File: config.mk
export PLATFORM = sky130hd
export DESIGN_NAME = stage_scroll_renderer
export DESIGN_NICKNAME = d
export VERILOG_FILES = /design/src/rtl/stage_render_pkg.sv /design/src/rtl/stage_scroll_ctrl.sv /design/src/rtl/stage_scroll_renderer.sv
export SDC_FILE = /design/constraint.sdc
export NUM_CORES = 1
export LEC_CHECK = 0
export CAP_MARGIN = 5
export CELL_PAD_IN_SITES_DETAIL_PLACEMENT = 1
export CELL_PAD_IN_SITES_GLOBAL_PLACEMENT = 2
export CORE_MARGIN = 5
export CORE_UTILIZATION = 25
export CTS_CLUSTER_DIAMETER = 40
export DETAILED_ROUTE_END_ITERATION = 16
export PLACE_DENSITY_LB_ADDON = 0.1
export SYNTH_ARGS = -nofsm -noshare
export SYNTH_HDL_FRONTEND = slang
export SYNTH_SLANG_ARGS = --single-unit
File: constraint.sdc
create_clock -name vga_clk -period 4.4 [get_ports vga_clk]
set_input_delay 0.44 -clock vga_clk [delete_from_list [all_inputs] [get_ports vga_clk]]
set_output_delay 0.44 -clock vga_clk [all_outputs]
set_load 0.05 [all_outputs]
File: src/rtl/stage_render_pkg.sv
// Shared types and width helpers for the scrolling stage background renderer.
package stage_render_pkg;

    typedef struct packed {
        logic [3:0] r;
        logic [3:0] g;
        logic [3:0] b;
    } rgb12_t;

    // Per-pixel control bits that travel alongside the ROM fetch.
    typedef struct packed {
        logic blank;
        logic oob;
        logic hs;
        logic vs;
    } side_t;

    // Bits needed to hold any value in 0..n-1.
    function automatic int width_of(input int n);
        return (n <= 2) ? 1 : $clog2(n);
    endfunction

    function automatic int view_w(input int h_active, input int scale_shift);
        return h_active >> scale_shift;
    endfunction

    function automatic int pipe_lat(input int rom_lat);
        return rom_lat + 2;
    endfunction

endpackage

File: src/rtl/stage_scroll_ctrl.sv
// Frame-boundary scroll controller: accepts one scroll request and applies it at frame_tick.
// Wrap or clamp behaviour of the applied value is selected by STAGE_SCROLL_WRAP_EN.
module stage_scroll_ctrl
    import stage_render_pkg::*;
#(
    parameter int SRC_W       = 320,
    parameter int H_ACTIVE    = 640,
    parameter int V_ACTIVE    = 480,
    parameter int SCALE_SHIFT = 2,
    parameter int SCROLL_W    = 10,
    localparam int CUR_W      = width_of(SRC_W)
) (
    input  logic                vga_clk,
    input  logic                reset,
    input  logic [9:0]          DrawX,
    input  logic [9:0]          DrawY,
    input  logic [SCROLL_W-1:0] scroll_x,
    input  logic                scroll_valid,
    output logic                scroll_ready,
    output logic                scroll_applied,
    output logic [CUR_W-1:0]    scroll_cur
);

    localparam int VIEW_W = view_w(H_ACTIVE, SCALE_SHIFT);

    logic                pending;
    logic [SCROLL_W-1:0] pend_val;
    logic                frame_tick;
    logic                accept;

    function automatic logic [CUR_W-1:0] fix(input logic [SCROLL_W-1:0] v);
`ifdef STAGE_SCROLL_WRAP_EN
        if (int'(v) < SRC_W)
            return CUR_W'(v);
        else if (int'(v) < 2 * SRC_W)
            return CUR_W'(int'(v) - SRC_W);
        else
            return CUR_W'(SRC_W - 1);
`else
        if (int'(v) > SRC_W - VIEW_W)
            return CUR_W'(SRC_W - VIEW_W);
        else
            return CUR_W'(v);
`endif
    endfunction

    // First pixel of the first blanked line: scroll_cur may only move here.
    assign frame_tick   = (DrawY == 10'(V_ACTIVE)) && (DrawX == '0);
    assign scroll_ready = ~pending & ~reset;
    assign accept       = scroll_valid & scroll_ready;

    always_ff @(posedge vga_clk) begin
        if (reset) begin
            pending        <= 1'b0;
            pend_val       <= '0;
            scroll_cur     <= '0;
            scroll_applied <= 1'b0;
        end else begin
            // NOTE: non-blocking assignments let the pulse default and the conditional set live
            // in one block; every read below sees the pre-edge value of pending.
            scroll_applied <= 1'b0;
            if (frame_tick && pending) begin
                scroll_cur     <= fix(pend_val);
                pending        <= 1'b0;
                scroll_applied <= 1'b1;
            end
            // A request taken on the tick cycle waits for the next tick.
            if (accept) begin
                pending  <= 1'b1;
                pend_val <= scroll_x;
            end
        end
    end

endmodule

File: src/rtl/stage_scroll_renderer.sv
// Scaled, horizontally scrolling stage background with external ROM and palette.
// Define STAGE_SCROLL_WRAP_EN for a seamlessly wrapping view; otherwise scrolling clamps.
module stage_scroll_renderer
    import stage_render_pkg::*;
#(
    parameter int SRC_W       = 320,
    parameter int SRC_H       = 120,
    parameter int SCALE_SHIFT = 2,
    parameter int H_ACTIVE    = 640,
    parameter int V_ACTIVE    = 480,
    parameter int ROM_LAT     = 1,
    parameter int IDX_W       = 3,
    parameter int ADDR_W      = 15,
    parameter int SCROLL_W    = 10
) (
    input  logic                vga_clk,
    input  logic                reset,
    input  logic [9:0]          DrawX,
    input  logic [9:0]          DrawY,
    input  logic                blank,
    input  logic                hs_in,
    input  logic                vs_in,
    input  logic [SCROLL_W-1:0] scroll_x,
    input  logic                scroll_valid,
    output logic                scroll_ready,
    output logic                scroll_applied,
    output logic [ADDR_W-1:0]   rom_addr,
    input  logic [IDX_W-1:0]    rom_q,
    output logic [IDX_W-1:0]    pal_idx,
    input  logic [11:0]         pal_rgb,
    output logic [3:0]          red,
    output logic [3:0]          green,
    output logic [3:0]          blue,
    output logic                hs_out,
    output logic                vs_out
);

    localparam int CUR_W      = width_of(SRC_W);
    localparam int SIDE_DEPTH = pipe_lat(ROM_LAT) - 1;

    logic [CUR_W-1:0] scroll_cur;
    logic [9:0]       vy;
    logic [CUR_W-1:0] sx;
    side_t            side_pipe [SIDE_DEPTH];
    rgb12_t           pix;

    stage_scroll_ctrl #(
        .SRC_W       (SRC_W),
        .H_ACTIVE    (H_ACTIVE),
        .V_ACTIVE    (V_ACTIVE),
        .SCALE_SHIFT (SCALE_SHIFT),
        .SCROLL_W    (SCROLL_W)
    ) u_ctrl (
        .vga_clk        (vga_clk),
        .reset          (reset),
        .DrawX          (DrawX),
        .DrawY          (DrawY),
        .scroll_x       (scroll_x),
        .scroll_valid   (scroll_valid),
        .scroll_ready   (scroll_ready),
        .scroll_applied (scroll_applied),
        .scroll_cur     (scroll_cur)
    );

    assign vy = DrawY >> SCALE_SHIFT;

`ifdef STAGE_SCROLL_WRAP_EN
    logic [CUR_W:0] sum;
    assign sum = (CUR_W+1)'(DrawX >> SCALE_SHIFT) + (CUR_W+1)'(scroll_cur);

    always_comb begin
        // NOTE: sx is assigned before the conditional so no path leaves it unassigned (no latch).
        sx = sum[CUR_W-1:0];
        if (int'(sum) >= SRC_W)
            sx = CUR_W'(int'(sum) - SRC_W);
    end
`else
    // Clamped scroll keeps vx + scroll_cur below SRC_W across the visible view.
    assign sx = CUR_W'(DrawX >> SCALE_SHIFT) + scroll_cur;
`endif

    always_ff @(posedge vga_clk) begin
        if (reset) begin
            // NOTE: the whole delay line is cleared, not just the head, so RGB and sync stay
            // dark until fresh pixels have refilled every stage.
            rom_addr <= '0;
            for (int i = 0; i < SIDE_DEPTH; i++)
                side_pipe[i] <= '0;
            pix    <= '0;
            hs_out <= 1'b0;
            vs_out <= 1'b0;
        end else begin
            rom_addr     <= ADDR_W'(vy) * ADDR_W'(SRC_W) + ADDR_W'(sx);
            side_pipe[0] <= '{blank: blank, oob: (int'(vy) >= SRC_H), hs: hs_in, vs: vs_in};
            for (int i = 1; i < SIDE_DEPTH; i++)
                side_pipe[i] <= side_pipe[i-1];
            if (side_pipe[SIDE_DEPTH-1].blank && !side_pipe[SIDE_DEPTH-1].oob)
                pix <= rgb12_t'(pal_rgb);
            else
                pix <= '0;
            hs_out <= side_pipe[SIDE_DEPTH-1].hs;
            vs_out <= side_pipe[SIDE_DEPTH-1].vs;
        end
    end

    assign pal_idx = rom_q;
    assign red     = pix.r;
    assign green   = pix.g;
    assign blue    = pix.b;

endmodule

==> key figures <==
Drt
  – Via count: 2,158
  – Total routed wirelength: between 6000 and 7000 µm
  – DRC: 0
  – Post-route ant nets: 0
  – Avg WL per Cell: 14.06 µm
  – Routed vias/inst: approximately 4.4
  – DR iter-0 viols: 53
  – Number of detailed-route iterations in the first pass: 4

Critical path
  – Reg2reg start: u_ctrl.scroll_cur[0]
  – Critical Path RT: about 4600 ps
  – FF-to-FF path depth: 14
  – Number of buffers and inverters on the critical path: 2
  – Worst reg2reg path endpoint: rom_addr[14]
  – Kind of critical path: input pin to flip-flop
  – Stages on worst setup path: 15
  – Critical path, cell by cell: clkdlybuf4s50_1 -> ha_1 -> fa_1 -> a21o_1 -> a211oi_1 -> nor2_1 -> nor2_1 -> xnor2_1 -> ha_1 -> inv_1 -> fa_1 -> nor2b_1 -> o2111ai_1 -> o311ai_0 -> nand4_1
  – FF-to-FF setup slack: about 760 ps
  – Setup crit end kind: flip-flop
  – Startpoint Class: input pin
  – Critical Path Max Stage Delay: roughly 460 ps
  – WP data arrival: just over 4000 ps
  – Worst path slowest cell: clkdlybuf4s50_1
  – Peak fanout along the critical path: 4
  – Largest delay contributor family on the critical path: adder cells

Synth
  – Cell variety after synth: 46
  – Synth Flop Type: dfxtp_1
  – Syn. warnings: 0
  – Yosys reg bits: 58
  – Synth area leaders: dfxtp_1, ha_1, nor2_1, xnor2_1, nor2b_1
  – Ys async rst share: 0%
  – Cells after Synth: between 200 and 300
  – Leading area contributor after synthesis: dfxtp_1
  – Syn_area_per_cell: about 9.5 µm²
  – Synth Cell Area: roughly 0.0026 mm²
  – Sequential area share after synthesis: 44.72%
  – Number of synthesized flops with an enable pin: 0
  – Share of the synthesized area in the top cell type: between 40% and 50%
  – Post-synth net total: 349

Floorplanning
  – Die height: 111.9 µm
  – Die X: about 110 µm
  – I/O pin total: between 80 and 90
  – Starting Density: between 20% and 30%
  – Core area: 0.01023 mm²
  – Die Area: roughly 0.013 mm²
  – Row cnt: 37

CTS
  – CTS tree: built
  – CTS Hold Buffers Added: 0
  – Max Root-Sink Buffers: 2
  – Post-cts gate resize count: 0
  – TritonCTS buffer count: 9
  – Root Buffer: clkbuf_8
  – CTS H-tree lvls: 3
  – # clock sinks: 58
  – Setup Fix Bufs, Post-CTS: 0
  – Clock Latency Late Sink: about 340 ps
  – Worst-path clk slew: approximately 70 ps

Global routing
  – Initial antenna violation count: 0
  – First-pass GRT wire length: roughly 11,000 µm
  – Vias in the first global route: 2,234
  – Residual overflow from global routing: 0
  – GRT Overall Usage: a little under an eighth
  – Largest net degree at the start of global routing: 32

Power and ir drop
  – Pwr dens: between 300 and 400 mW/mm²
  – Leak: 0.001457 µW
  – VDD IR-drop max: around 0.00014 V

Final layout
  – Final Net Count: 429
  – Commonest non-fill, non-tap cells in the layout: clkdlybuf4s50_1, dfxtp_1, nor2_1, ha_1, nand2_1
  – Most common cell after layout, fill and taps aside: clkdlybuf4s50_1
  – Area Overhead vs Synth: 42.22%
  – Ant diodes: 0
  – Share of cells above drive strength 1: around 6.4%

Min path
  – WHS Endpoint: side_pipe[0][5]
  – Type of the worst min-delay path: flip-flop to flip-flop
  – Min-delay src: side_pipe[0][1]
  – Hold path cells: 1

STA
  – Fin crit period: between 3000 and 4000 ps
  – Setup violators final: 0
  – Hold WS: 433.9 ps
  – Final period util: between 80% and 90%
  – FMAX: between 0.2 and 0.3 GHz
  – Clk_skew: ~13 ps
  – Max transition margin: between 30% and 40%
  – Total negative slack: 0 ps
  – Measured slew at the worst slew-check pin: 950.8 ps
  – Final Max Slew Viols: 0
  – RSZ-0062 raised after global routing: false
  – Final Hold Viols: 0

Outcome
  – Status: finished, final reports clean

Placed design
  – IO buf count: 78
  – GPL Wtd Cong: about 0.7
  – Post-DP HPWL: between 5000 and 6000 µm

Flow run
  – Max cap viols: 0
worst reg2reg max path, cell delays in order (launching register included):
cell and delay [ps]:
dfxtp_1 320, ha_1 220, fa_1 410, a21o_1 210
a211oi_1 340, nor2_1 100, nor2_1 160, xnor2_1 150
ha_1 190, inv_1 50, fa_1 370, nor2b_1 200
o2111ai_1 250, o311ai_0 390, nand4_1 140
worst max-delay path by stage:
stage,startpoint,slack (ps),to
floorplan,DrawX[2],1140,rom_addr[14]
global placement,DrawX[2],320,rom_addr[14]
detailed placement,DrawX[2],230,rom_addr[14]
CTS,DrawX[2],450,rom_addr[14]
global route,DrawX[2],160,rom_addr[14]
finish,DrawX[2],460,rom_addr[14]
synthesized netlist by cell type (2+ instances only):
cell      count
ha_1         22
xor2_1        4
o21a_1        2
or2_2         2
dfxtp_1      58
nand4b_1      2
o31ai_1       5
and2_1       14
inv_1         7
a21oi_1       9
nor4b_1       2
nand2_1      21
nor2b_1      15
nor3b_1       3
nor3_1        4
clkbuf_1      8
o21ai_0      14
fa_1          3
nand3_1       6
buf_4         3
a21o_1        3
nor2_1       27
xnor2_1      11
o311ai_0      2
nand4_1       2
nor4_1        4
final cells by class:
class	instances	area [µm²]
Multi-Input combinational cell	196	1353
Inverter	8	30.03
Clock inverter	6	58.81
Timing Repair Buffer	80	795.8
Sequential cell	58	1161
Fill cell	1175	6539
Clock buffer	9	123.9
Tap cell	136	170.2
stage by stage:
stage / setup WS (ps) / instances / power, µW / util [%] / area (µm²)
6_report: 464.5 / 493 / 1310 / 36.09 / 3692
5_1_grt: 160.6 / 493 / 1383 / 36.09 / 3692
4_1_cts: 450.6 / 493 / 1343 / 36.09 / 3692
3_5_place_dp: 230.0 / 478 / 846.2 / 34.30 / 3510
3_3_place_gp: 317.7 / 478 / 845.2 / 34.30 / 3510
2_1_floorplan: 1136 / 273 / 742.7 / - / 2596
sequential cells by signal (all words and copies together) (netlist names):
| signal | flops |
|---|---|
| blue | 4 |
| green | 4 |
| hs_out | 1 |
| red | 4 |
| rom_addr | 15 |
| side_pipe | 8 |
| u_ctrl.pend_val | 10 |
| u_ctrl.pending | 1 |
| u_ctrl.scroll_applied | 1 |
| u_ctrl.scroll_cur | 9 |
| vs_out | 1 |
layer usage:
layer,GRT usage [%],part of all wire (%),vias up
li1,-,-,1097
met4,5.109,1.4,0
met1,13.98,47,992
met2,17.75,46,60
met5,0,0,-
met3,3.696,5.3,9
logic make-up after synthesis:
logic type | after synthesis | share of synthesized area (%)
DFF | 58 | 44.72
and+or+nand+nor | 109 | 21.98
buffers and inverters | 19 | 3.181
muxes | 1 | 0.3856
AOI/OAI and AO/OA | 46 | 11.76
xor gates and xnor gates | 15 | 5.060
adders and majority gates | 25 | 12.92
power breakdown:
group / total (µW) / leakage (µW) / switching [µW] / internal, µW
clock: 479 / 0.0000986 / 224 / 255
sequential: 562 / 0.000476 / 9.98 / 552
combinational: 269 / 0.000883 / 149 / 120
total: 1310 / 0.00146 / 383 / 927
(Power assumes the default switching activity.)
